--- config.mk ---
export PLATFORM = sky130hd
export DESIGN_NAME = pipe_hazard_ctrl_flat
export DESIGN_NICKNAME = d
export VERILOG_FILES = /design/src/rtl/pipe_hazard_ctrl_if.sv /design/src/rtl/pipe_hazard_ctrl.sv /design/src/flat_wrapper.sv
export SDC_FILE = /design/constraint.sdc
export NUM_CORES = 1
export LEC_CHECK = 0
export CAP_MARGIN = 20
export CORE_MARGIN = 1.5
export CORE_UTILIZATION = 37
export DETAILED_ROUTE_END_ITERATION = 10
export GPL_TIMING_DRIVEN = 0
export MAX_ROUTING_LAYER = met4
export PLACE_DENSITY = 0.79
export SYNTH_ARGS = -nofsm -noshare
export SYNTH_HDL_FRONTEND = slang
export SYNTH_SLANG_ARGS = --single-unit
--- constraint.sdc ---
create_clock -name clk -period 2.7 [get_ports clk]
set_clock_uncertainty 0.2 [all_clocks]
set_input_delay 0.54 -clock clk [delete_from_list [all_inputs] [get_ports clk]]
set_output_delay 0.54 -clock clk [all_outputs]
set_load 0.01 [all_outputs]
--- src/rtl/pipe_hazard_ctrl_if.sv ---
// Hazard-unit bundle: pipeline stage register numbers and controls in, stall/flush/forward controls out.
// PIPE_HAZARD_PERF_EN adds the stallCycles/flushCount performance outputs.
interface pipe_hazard_ctrl_if;
   localparam int unsigned RW = 4;
   localparam int unsigned PW = 16;

   logic [RW-1:0] ra1D, ra2D, ra1E, ra2E, wa3E, wa3M, wa3W;
   logic          memToRegE, regWriteM, regWriteW, branchTakenE, memReq, memReady;
   logic          stallF, stallD, stallE, stallM;
   logic          flushD, flushE, flushW;
   logic [1:0]    fwdAE, fwdBE;
   logic          memErr;
`ifdef PIPE_HAZARD_PERF_EN
   logic [PW-1:0] stallCycles, flushCount;
`endif

   modport master (
      output ra1D, ra2D, ra1E, ra2E, wa3E, wa3M, wa3W,
      output memToRegE, regWriteM, regWriteW, branchTakenE, memReq, memReady,
      input  stallF, stallD, stallE, stallM, flushD, flushE, flushW,
      input  fwdAE, fwdBE, memErr
`ifdef PIPE_HAZARD_PERF_EN
      , input stallCycles, flushCount
`endif
   );

   modport slave (
      input  ra1D, ra2D, ra1E, ra2E, wa3E, wa3M, wa3W,
      input  memToRegE, regWriteM, regWriteW, branchTakenE, memReq, memReady,
      output stallF, stallD, stallE, stallM, flushD, flushE, flushW,
      output fwdAE, fwdBE, memErr
`ifdef PIPE_HAZARD_PERF_EN
      , output stallCycles, flushCount
`endif
   );
endinterface

--- src/rtl/pipe_hazard_ctrl.sv ---
// Pipeline hazard controller: forwarding, load-use/branch bubbles, data-memory wait with timeout abort.
// Optional perf counters under `PIPE_HAZARD_PERF_EN`.
module pipe_hazard_ctrl #(
   parameter int unsigned MEM_TIMEOUT = 255
) (
   input logic              clk,
   input logic              rst,
   pipe_hazard_ctrl_if.slave hz
);
   localparam int unsigned CW = 8;
   localparam int unsigned RW = 4;
   localparam logic [RW-1:0] R15 = RW'(15);
   localparam logic [CW-1:0] TIMEOUT_CNT = CW'(MEM_TIMEOUT);

   typedef enum logic {RUN, MEMWAIT} state_t;

   state_t        state, state_nxt;
   logic [CW-1:0] wait_cnt, wait_cnt_nxt;
   logic          load_use;

   always_ff @(posedge clk) begin
      if (rst) begin
         state    <= RUN;
         wait_cnt <= '0;
      end else begin
         state    <= state_nxt;
         wait_cnt <= wait_cnt_nxt;
      end
   end

   // Outputs are same-cycle controls; reset forces every control to its idle value.
   always_comb begin
      state_nxt    = state;
      wait_cnt_nxt = wait_cnt;
      hz.stallF    = 1'b0;
      hz.stallD    = 1'b0;
      hz.stallE    = 1'b0;
      hz.stallM    = 1'b0;
      hz.flushD    = 1'b0;
      hz.flushE    = 1'b0;
      hz.flushW    = 1'b0;
      hz.memErr    = 1'b0;
      hz.fwdAE     = 2'b00;
      hz.fwdBE     = 2'b00;
      load_use     = hz.memToRegE && (hz.wa3E != R15) &&
                     ((hz.wa3E == hz.ra1D) || (hz.wa3E == hz.ra2D));

      if (!rst) begin
         if (hz.regWriteM && (hz.wa3M == hz.ra1E) && (hz.wa3M != R15))      hz.fwdAE = 2'b10;
         else if (hz.regWriteW && (hz.wa3W == hz.ra1E) && (hz.wa3W != R15)) hz.fwdAE = 2'b01;
         if (hz.regWriteM && (hz.wa3M == hz.ra2E) && (hz.wa3M != R15))      hz.fwdBE = 2'b10;
         else if (hz.regWriteW && (hz.wa3W == hz.ra2E) && (hz.wa3W != R15)) hz.fwdBE = 2'b01;

         case (state)
            RUN: begin
               wait_cnt_nxt = '0;
               if (hz.memReq && !hz.memReady) begin
                  state_nxt = MEMWAIT;
                  hz.stallF = 1'b1;
                  hz.stallD = 1'b1;
                  hz.stallE = 1'b1;
                  hz.stallM = 1'b1;
                  hz.flushW = 1'b1;
               end else if (hz.branchTakenE) begin
                  hz.flushD = 1'b1;
                  hz.flushE = 1'b1;
               end else if (load_use) begin
                  hz.stallF = 1'b1;
                  hz.stallD = 1'b1;
                  hz.flushE = 1'b1;
               end
            end
            MEMWAIT: begin
               // Ready beats a coincident timeout; branch and load-use wait for RUN.
               if (hz.memReady) begin
                  state_nxt    = RUN;
                  wait_cnt_nxt = '0;
               end else if (wait_cnt == TIMEOUT_CNT) begin
                  state_nxt    = RUN;
                  wait_cnt_nxt = '0;
                  hz.memErr    = 1'b1;
                  hz.flushD    = 1'b1;
                  hz.flushE    = 1'b1;
               end else begin
                  wait_cnt_nxt = wait_cnt + CW'(1);
                  hz.stallF    = 1'b1;
                  hz.stallD    = 1'b1;
                  hz.stallE    = 1'b1;
                  hz.stallM    = 1'b1;
                  hz.flushW    = 1'b1;
               end
            end
            default: state_nxt = RUN;
         endcase
      end
   end

`ifdef PIPE_HAZARD_PERF_EN
   localparam int unsigned PW = 16;
   logic [PW-1:0] stall_cycles, flush_count;

   // Saturating event counters.
   always_ff @(posedge clk) begin
      if (rst) begin
         stall_cycles <= '0;
         flush_count  <= '0;
      end else begin
         if (hz.stallF && (stall_cycles != '1))
            stall_cycles <= stall_cycles + PW'(1);
         if ((hz.flushD || hz.flushE) && (flush_count != '1))
            flush_count <= flush_count + PW'(1);
      end
   end

   assign hz.stallCycles = stall_cycles;
   assign hz.flushCount  = flush_count;
`endif
endmodule

--- src/flat_wrapper.sv ---
// flat-port wrapper written by rule: the top's interface ports become plain ports
module pipe_hazard_ctrl_flat 
#(
   parameter int unsigned MEM_TIMEOUT = 255
)
  (clk, rst, hz_ra1D, hz_ra2D, hz_ra1E, hz_ra2E, hz_wa3E, hz_wa3M, hz_wa3W, hz_memToRegE, hz_regWriteM, hz_regWriteW, hz_branchTakenE, hz_memReq, hz_memReady, hz_stallF, hz_stallD, hz_stallE, hz_stallM, hz_flushD, hz_flushE, hz_flushW, hz_fwdAE, hz_fwdBE, hz_memErr);
  pipe_hazard_ctrl_if hz_i ();
  input logic clk;
  input logic rst;
  input wire logic [$bits(hz_i.ra1D)-1:0] hz_ra1D;
  input wire logic [$bits(hz_i.ra2D)-1:0] hz_ra2D;
  input wire logic [$bits(hz_i.ra1E)-1:0] hz_ra1E;
  input wire logic [$bits(hz_i.ra2E)-1:0] hz_ra2E;
  input wire logic [$bits(hz_i.wa3E)-1:0] hz_wa3E;
  input wire logic [$bits(hz_i.wa3M)-1:0] hz_wa3M;
  input wire logic [$bits(hz_i.wa3W)-1:0] hz_wa3W;
  input wire logic [$bits(hz_i.memToRegE)-1:0] hz_memToRegE;
  input wire logic [$bits(hz_i.regWriteM)-1:0] hz_regWriteM;
  input wire logic [$bits(hz_i.regWriteW)-1:0] hz_regWriteW;
  input wire logic [$bits(hz_i.branchTakenE)-1:0] hz_branchTakenE;
  input wire logic [$bits(hz_i.memReq)-1:0] hz_memReq;
  input wire logic [$bits(hz_i.memReady)-1:0] hz_memReady;
  output wire logic [$bits(hz_i.stallF)-1:0] hz_stallF;
  output wire logic [$bits(hz_i.stallD)-1:0] hz_stallD;
  output wire logic [$bits(hz_i.stallE)-1:0] hz_stallE;
  output wire logic [$bits(hz_i.stallM)-1:0] hz_stallM;
  output wire logic [$bits(hz_i.flushD)-1:0] hz_flushD;
  output wire logic [$bits(hz_i.flushE)-1:0] hz_flushE;
  output wire logic [$bits(hz_i.flushW)-1:0] hz_flushW;
  output wire logic [$bits(hz_i.fwdAE)-1:0] hz_fwdAE;
  output wire logic [$bits(hz_i.fwdBE)-1:0] hz_fwdBE;
  output wire logic [$bits(hz_i.memErr)-1:0] hz_memErr;
  assign hz_i.ra1D = hz_ra1D;
  assign hz_i.ra2D = hz_ra2D;
  assign hz_i.ra1E = hz_ra1E;
  assign hz_i.ra2E = hz_ra2E;
  assign hz_i.wa3E = hz_wa3E;
  assign hz_i.wa3M = hz_wa3M;
  assign hz_i.wa3W = hz_wa3W;
  assign hz_i.memToRegE = hz_memToRegE;
  assign hz_i.regWriteM = hz_regWriteM;
  assign hz_i.regWriteW = hz_regWriteW;
  assign hz_i.branchTakenE = hz_branchTakenE;
  assign hz_i.memReq = hz_memReq;
  assign hz_i.memReady = hz_memReady;
  assign hz_stallF = hz_i.stallF;
  assign hz_stallD = hz_i.stallD;
  assign hz_stallE = hz_i.stallE;
  assign hz_stallM = hz_i.stallM;
  assign hz_flushD = hz_i.flushD;
  assign hz_flushE = hz_i.flushE;
  assign hz_flushW = hz_i.flushW;
  assign hz_fwdAE = hz_i.fwdAE;
  assign hz_fwdBE = hz_i.fwdBE;
  assign hz_memErr = hz_i.memErr;
  pipe_hazard_ctrl #(.MEM_TIMEOUT(MEM_TIMEOUT)) u_core (.clk(clk), .rst(rst), .hz(hz_i));
endmodule
==> After elaboration in Yosys (flattened, before gate mapping) <==
Index checks and enable logic that the tools add are counted.
{ "totals": {"mem_bits_ro": 0, "latchBits": 0, "out_inout_bits": 12, "word_cells": 58, "inputBits": 36, "register_bits": 9, "n_memories": 0, "ram_bits": 0} }
{ "classes": {"bitwise": 1, "n_addsub": 1, "mul": 0, "div": 0, "n_lt_le_gt_ge": 0, "eq_ne": 10, "n_reduce_logical": 13, "n_mux": 31, "shift": 0} }
{ "ops": {"columns": ["cell", "count"], "rows": [
  ["== test 4 bit", 6],
  ["2-to-1 mux 1 bit", 20],
  ["2-to-1 mux 8 bit", 2],
  ["case mux 8 bit (2 select lines)", 1],
  ["inequality test 4 bit (second input constant)", 3],
  ["logical AND 1 bit", 11],
  ["adder 8 x 1 -> 8 bit (second input constant)", 1],
  ["== test 8 bit (second input constant)", 1],
  ["2-to-1 mux 2 bit", 4],
  ["case mux 1 bit (2 select lines)", 4],
  ["zero test 1 bit", 1],
  ["logical OR 1 bit", 1],
  ["NOT 1 bit", 1]
]} }

==> Longest topological paths before layout <==
Gate-level depths: netlist of the first run.
{ "depth": {"depth_word": 8, "depth_mapped": 6, "ltp_nobuf": 5} }

==> Worst setup path before layout of the first run <==
No wires, ideal clock.
{ "synth_path": {"kind": "register to output", "startpoint": "register u_core.wait_cnt[0]", "endpoint": "output port hz_stallF", "path_stages_with_launch": 7, "arrival_ns": 1.701, "path_buffers": 1, "setup_slack_ns": 0.259, "path_cell_list": "dfxtp_1 -> ha_1 -> nand4_2 -> o21ai_0 -> nor3_1 -> o21bai_1 -> buf_4"} }
{ "synth_between": {"elab_chain_len": 5} }
{ "synth_lines": {"columns": ["item", "line_no", "source"], "rows": [
  ["start, declared", "pipe_hazard_ctrl.sv:18", "logic [CW-1:0] wait_cnt, wait_cnt_nxt;"],
  ["start signal, assigned", "pipe_hazard_ctrl.sv:27", "wait_cnt <= wait_cnt_nxt;"],
  ["== test 8 bit", "pipe_hazard_ctrl.sv:78", "end else if (wait_cnt == TIMEOUT_CNT) begin"],
  ["2-to-1 mux 1 bit (2 in series)", null, null],
  ["case mux 1 bit (2 select lines)", null, null],
  ["2-to-1 mux 1 bit", null, null],
  ["end, declared", "flat_wrapper.sv:23", "output wire logic [$bits(hz_i.stallF)-1:0] hz_stallF;"]
]} }
Every way passes these cells.

==> Worst setup path after layout of the first run <==
{ "layout_path": {"startpoint": "input port hz_ra1D[3]", "endpoint": "output port hz_flushE"} }
{ "layout_between": {"elab_chain_len": 8} }
{ "layout_lines": {"columns": ["item", "line_no", "source"], "rows": [
  ["start, declared", "flat_wrapper.sv:10", "input wire logic [$bits(hz_i.ra1D)-1:0] hz_ra1D;"],
  ["== test 4 bit", "pipe_hazard_ctrl.sv:46", "((hz.wa3E == hz.ra1D) || (hz.wa3E == hz.ra2D));"],
  ["logical OR 1 bit", "pipe_hazard_ctrl.sv:46", null],
  ["logical AND 1 bit", "pipe_hazard_ctrl.sv:45", "load_use = hz.memToRegE && (hz.wa3E != R15) &&"],
  ["2-to-1 mux 1 bit", "pipe_hazard_ctrl.sv:67", "end else if (load_use) begin"],
  ["2-to-1 mux 1 bit", "pipe_hazard_ctrl.sv:64", "end else if (hz.branchTakenE) begin"],
  ["2-to-1 mux 1 bit", "pipe_hazard_ctrl.sv:57", "if (hz.memReq && !hz.memReady) begin"],
  ["case mux 1 bit (2 select lines)", "pipe_hazard_ctrl.sv:54", "case (state)"],
  ["2-to-1 mux 1 bit", "pipe_hazard_ctrl.sv:48", "if (!rst) begin"],
  ["end, declared", "flat_wrapper.sv:28", "output wire logic [$bits(hz_i.flushE)-1:0] hz_flushE;"]
]} }
Every way passes these cells.

==> impl_metrics.py, run 1 <==
metrics = {
    "synthesis": {
        "ys_warn_count": 0,
        "synth_ff_type": "dfxtp_1",
        "ys_ff_latch": 9,
        "synth-edff-count": 0,
        "synthTopCellsByArea": "xnor2_1 24%, dfxtp_1 22%, xor2_1 6.5%, nand4_1 4.6%, nor3_1 3.7%",
        "synth_top_cell_area_share": 0.238,
        "synthArstFlopShare": 0,
        "synth.distinct_cells": 24,
        "avgSynthCellArea_sq_um": 8.25,
        "yosysMostFrequentCell": "xnor2_1",
        "ys_seq_area_frac": 0.223,
        "ys_top_cells_by_count": "22 x xnor2_1, 9 x dfxtp_1, 8 x nand2_1",
        "yosysTopAreaCell": "xnor2_1",
        "synth_fp_nets": 135,
        "synth_cells": 98,
        "netlist_area_sq_um": 808,
    },
    "critical_path": {
        "cp.required_ps": 1960,
        "worstSetupStartpointType": "input pin",
        "worstPathArrival_ps": 1970,
        "endpoint_kind": "output port",
        "path_max_fanout": 2,
        "crit_type": "in -> out",
    },
    "job": {
        "max_cap_violations": 0,
    },
    "die": {
        "fp-row-count": 16,
        "core-area_sq_um": 2000,
        "start_util": 0.404,
        "fp.dieH_um": 49.7,
        "die-area_sq_um": 2470,
        "io_pins": 48,
        "die_w_um": 49.7,
    },
    "timing": {
        "finalSetupTns_ps": -6.21,
        "final.min_clock_period_ps": 2710,
        "grt_setup_unrepaired": "true",
        "fin_crit_sh": 1.00,
        "fmax_mhz": 370,
        "worst_pin_slew_ps": 326,
        "slew_headroom": 0.781,
        "hold_viol": 0,
        "slew_violations": 0,
        "setup_viol": 1,
        "setup_slack_ps": -6.21,
    },
    "placement": {
        "post-place-cells": 172,
        "dpl.hpwl_um": 1810,
        "postPlaceCellArea_sq_um": 1310,
        "gp_congestion": 0.810,
        "portBuffers": 47,
    },
    "global_routing": {
        "grt_pass1_vias": 897,
        "antenna_found_initial": 0,
        "grt_pass1_wl_um": 3390,
        "grt_overflow_total": 0,
        "track_usage": 0.182,
        "grt_max_degree": 7,
    },
    "cells_and_area": {
        "diodes": 0,
        "areaGrowthSynthToFinish_pct": 68.4,
        "fin_nets": 189,
        "multi_input_area_sq_um": 617,
        "fin_util": 0.680,
        "fin_area_sq_um": 1360,
        "final_cells": 178,
        "final-seq-area_sq_um": 180,
        "layout-drive-gt1-share": 0.159,
        "fillCellCount": 181,
    },
    "outcome": {
        "violations": "negative setup slack",
        "status": "finished with violations",
    },
    "clock_network": {
        "clk_path_buf_depth": 2,
        "root_buffer": "clkbuf_4",
        "clock_latency_ps": 260,
        "cts_buffers": 3,
        "cts_tree": "done",
        "clock-sinks": 9,
        "htreeDepth": 1,
        "path_clk_slew_ps": 60,
    },
    "pwr": {
        "p_per_area_nw_per_um2": 285,
        "totalPowerFinal_mw": 0.388,
        "vdd_drop_max_v": 0.000187,
        "leakage_nw": 0.537,
    },
    "route": {
        "routedWlPerCell_um": 12.0,
        "ant_nets": 0,
        "drtIter0Drc": 8,
        "vias": 877,
        "drc": 0,
        "vias_per_cell": 4.93,
        "dr.pass1.iters": 4,
        "routed_wl_um": 2130,
    },
    "min_path": {
        "hold_path.class": "reg -> reg",
    },
}
## logic make-up (layout without fill, tap and decap cells)
logic type | count (synthesis) | after routing | synth area share
xor gates and xnor gates | 28 | 28 | 0.303
DFF | 9 | 9 | 0.223
AOI/OAI and AO/OA | 11 | 11 | 0.111
buffers and inverters | 9 | 62 | 0.0557
and+or+nand+nor | 40 | 40 | 0.291
adders and majority gates | 1 | 1 | 0.0155
## routing by layer
metal	GRT usage	wire, um
met1	0.172	807
met2	0.353	1170
met3	0.0394	125
met4	0.0648	27
met5	-	0
## power by group
part / switching (mW) / total (mW) / internal, mW
registers: 0.00180 / 0.136 / 0.134
logic: 0.0599 / 0.147 / 0.0873
clock network: 0.0480 / 0.105 / 0.0570
total: 0.110 / 0.388 / 0.279
## sequential cells by signal, indices dropped and copies added, names as in the netlist
register	count
u_core.wait_cnt	8
u_core.state	1
## worst paths after layout
| check | start | slack (ps) | end | cells after the start |
|---|---|---|---|---|
| setup / recovery | hz_ra1D[3] | -6 | hz_flushE | 7 |
| hold / removal | u_core.wait_cnt[0] | 250 | u_core.wait_cnt[0] | 1 |
| setup reg to reg | u_core.wait_cnt[0] | 1260 | u_core.state | 4 |
| hold reg to reg | u_core.wait_cnt[0] | 250 | u_core.wait_cnt[0] | 1 |
## final cells by class
| class | count | area share |
|---|---|---|
| buffer | 3 | 0.0165 |
| timing repair buffer | 49 | 0.337 |
| sequential | 9 | 0.132 |
| clock buffer | 4 | 0.0193 |
| inverter | 6 | 0.0165 |
| tap | 27 | 0.0248 |
| multi-input combinational | 80 | 0.453 |
## critical path, cell delays in order
cell and delay, ps:
clkdlybuf4s50_1 410, xor2_1 150, nor4_1 250, a41oi_1 120, buf_4 170, o31ai_2 160
buf_2 170
## placed cells by master, fill, tap and decap left out
cell type,instances
a21oi_1,2
a21oi_4,1
a31oi_2,1
a41oi_1,1
buf_2,2
buf_4,6
clkbuf_1,1
clkbuf_2,1
clkbuf_4,3
clkdlybuf4s15_1,2
clkdlybuf4s15_2,1
clkdlybuf4s50_1,26
dfxtp_1,9
dlygate4sd2_1,12
dlymetal6s2s_1,2
ha_2,1
inv_1,5
inv_2,1
nand2_1,8
nand3_1,4
nand3_4,1
nand4_1,6
nand4_4,1
nor2_1,6
nor3_1,5
nor3_4,2
nor4_1,3
o21ai_0,2
o21ai_1,1
o21bai_1,1
o21bai_4,1
o31ai_2,1
or3_1,3
or3b_4,1
xnor2_1,22
xor2_1,6
## through the flow
step	worst slack, ps	hold WS, ps
floorplan	259	218
global placement	-534	229
detailed placement	-543	242
CTS	15.6	251
global route	-96.0	278
finish	-6.21	251
## repair_timing
action,4_1_cts,5_1_grt
hold endpoints to repair,0,0
hold buffers,0,0
setup buffers,1,1
pin swaps,5,4
setup endpoints to repair,12,8
gates resized for setup,33,10
gates cloned,0,0
(Power assumes the default switching activity.)
==> run 2, diff against run 1 <==
Settings changed: RECOVER_POWER set to 50.
==> run 2 against run 1 <==
Compared with the run above:
- first-iteration DRC count is the same
- non-clock buffer count stayed put
- sequential share of layout area increased by 0.11 points
- count of clock-buffer cells in the layout unchanged
- power down 0.12%
- die area unchanged
- flip-flop and latch count unchanged
- worst setup slack unchanged
- worst hold slack lost 2.2 ps
- the flow still finishes with violations (negative setup slack)
- via count increased by 0.23%
- maximum frequency did not move
==> impl_metrics.py, run 2 (synthesis results as in run 1) <==
metrics = {
    "outcome": {
        "status": "finished with violations",
        "violations": "negative setup slack",
    },
    "critical_path": {
        "crit_type": "in -> out",
        "path_cells": "clkdlybuf4s50_1, xor2_1, nor4_1, a41oi_1, buf_4, o31ai_2, buf_2",
        "path_buf_inv": 3,
        "path_max_fanout": 2,
        "worstPathArrival_ps": 1970,
        "cp.required_ps": 1960,
        "r2r_slack_ps": 1140,
        "worstSetupStartpointType": "input pin",
        "cp_top_family": "buffers and inverters",
        "endpoint_kind": "output port",
        "cp_slowest_cell": "clkdlybuf4s50_1",
        "crit_path_max_incr_delay_ps": 410,
    },
    "cells_and_area": {
        "final_common_cell": "clkdlybuf4s50_1",
        "layout-drive-gt1-share": 0.152,
        "areaGrowthSynthToFinish_pct": 67.0,
        "largest_reg_flops": 8,
        "largestRegisters": "u_core.wait_cnt (8), u_core.state (1)",
        "regMostFlops": "u_core.wait_cnt",
        "fin_nets": 189,
        "layout_common_cells": "26 x clkdlybuf4s50_1, 22 x xnor2_1, 12 x dlygate4sd2_1",
        "diodes": 0,
    },
    "timing": {
        "worst_pin_slew_ps": 440,
        "slew_violations": 0,
        "setup_slack_ps": -6.21,
        "setup_viol": 1,
        "fin_crit_sh": 1.00,
        "grt_setup_unrepaired": "true",
        "final.min_clock_period_ps": 2710,
        "fmax_mhz": 370,
        "hold_ws_ps": 249,
        "hold_viol": 0,
        "slew_headroom": 0.706,
    },
    "die": {
        "die-area_sq_um": 2470,
        "start_util": 0.404,
        "core-area_sq_um": 2000,
        "die_w_um": 49.7,
        "fp.dieH_um": 49.7,
        "fp-row-count": 16,
        "io_pins": 48,
    },
    "min_path": {
        "hold_path.class": "reg -> reg",
    },
    "global_routing": {
        "antenna_found_initial": 0,
        "grt_overflow_total": 0,
        "track_usage": 0.182,
        "grt_max_degree": 7,
        "grt_pass1_wl_um": 3390,
        "grt_pass1_vias": 897,
    },
    "placement": {
        "dp_slack_ps": -543,
        "gp_congestion": 0.810,
        "portBuffers": 47,
        "dpl.hpwl_um": 1810,
    },
    "route": {
        "maxUsedRoutingLayer": "met4",
        "wl_met3_um": 128,
        "routedWlPerCell_um": 11.9,
        "drtIter0Drc": 8,
        "vias": 879,
        "dr.pass1.iters": 4,
        "wl_met1_um": 788,
        "drc": 0,
        "ant_nets": 0,
        "routed_wl_um": 2120,
        "wl_met2_um": 1170,
        "vias_per_cell": 4.94,
    },
    "clock_network": {
        "path_clk_slew_ps": 60,
        "cts_hold_buffers": 0,
        "htreeDepth": 1,
        "clock_latency_ps": 260,
        "clock-sinks": 9,
        "clk_path_buf_depth": 2,
        "cts_buffers": 3,
        "cts_tree": "done",
        "root_buffer": "clkbuf_4",
    },
    "pwr": {
        "p_switching_mw": 0.110,
        "switching_share": 0.283,
        "comb_power_share": 0.378,
        "seqPwrFrac": 0.351,
        "totalPowerFinal_mw": 0.388,
        "vdd_drop_max_v": 0.000187,
        "p_int_mw": 0.278,
        "p_per_area_nw_per_um2": 287,
        "leakage_nw": 0.535,
        "p_clk_frac": 0.271,
    },
    "job": {
        "max_cap_violations": 0,
    },
}
[run 2: path summary, 6_finish.rpt]
| check | startpoint | to | cells past startpoint |
|---|---|---|---|
| setup reg to reg | u_core.wait_cnt[0] | u_core.wait_cnt[3] | 4 |
| hold / removal | u_core.wait_cnt[0] | u_core.wait_cnt[0] | 1 |
| hold reg to reg | u_core.wait_cnt[0] | u_core.wait_cnt[0] | 1 |
| setup / recovery | hz_ra1D[3] | hz_flushE | 7 |
[run 2: final cells by class]
type	instances	area, sq um
inverter	6	22.5
buffer	3	22.5
multi-input combinational	80	606
sequential	9	180
clock buffer	4	26.3
tap	27	33.8
timing repair buffer	49	459
fill	183	652
[run 2: worst reg2reg max path: stages, from the launching register on]
cell and delay, ps:
dfxtp_1 350, ha_2 250, nand4_4 130, o21bai_1 400, nor2_1 100
[run 2: what timing repair did]
action / CTS / global route
resized for setup: 33 / 10
setup buffers: 1 / 1
endpoints found under the setup margin: 12 / 8
pin swaps: 5 / 4
[run 2: power by group through the flow]
| stage | Combinational [mW] | Clock (mW) | Sequential (mW) |
|---|---|---|---|
| 2_1_floorplan | 0.0611 | 0 | 0.138 |
| 3_3_place_gp | 0.147 | 0 | 0.138 |
| 3_5_place_dp | 0.151 | 0 | 0.139 |
| 4_1_cts | 0.147 | 0.107 | 0.136 |
| 5_1_grt | 0.157 | 0.113 | 0.136 |
| 6_report | 0.146 | 0.105 | 0.136 |
[run 2: routing by layer]
| metal | global-route usage | up-vias |
|---|---|---|
| met5 | - | - |
| met4 | 0.0648 | 0 |
| met3 | 0.0394 | 4 |
| met2 | 0.353 | 37 |
| met1 | 0.172 | 390 |
| li1 | - | 448 |
[run 2: per-stage QoR]
| stage | instance area [sq um] | TNS [ps] | util | cells |
|---|---|---|---|---|
| after floorplan | 808 | 0 | - | 98 |
| after global placement | 1310 | -3910 | 0.656 | 172 |
| after detailed placement | 1310 | -4140 | 0.656 | 172 |
| after CTS | 1350 | 0 | 0.673 | 177 |
| after global routing | 1350 | -185 | 0.674 | 178 |
| final | 1350 | -6.21 | 0.674 | 178 |
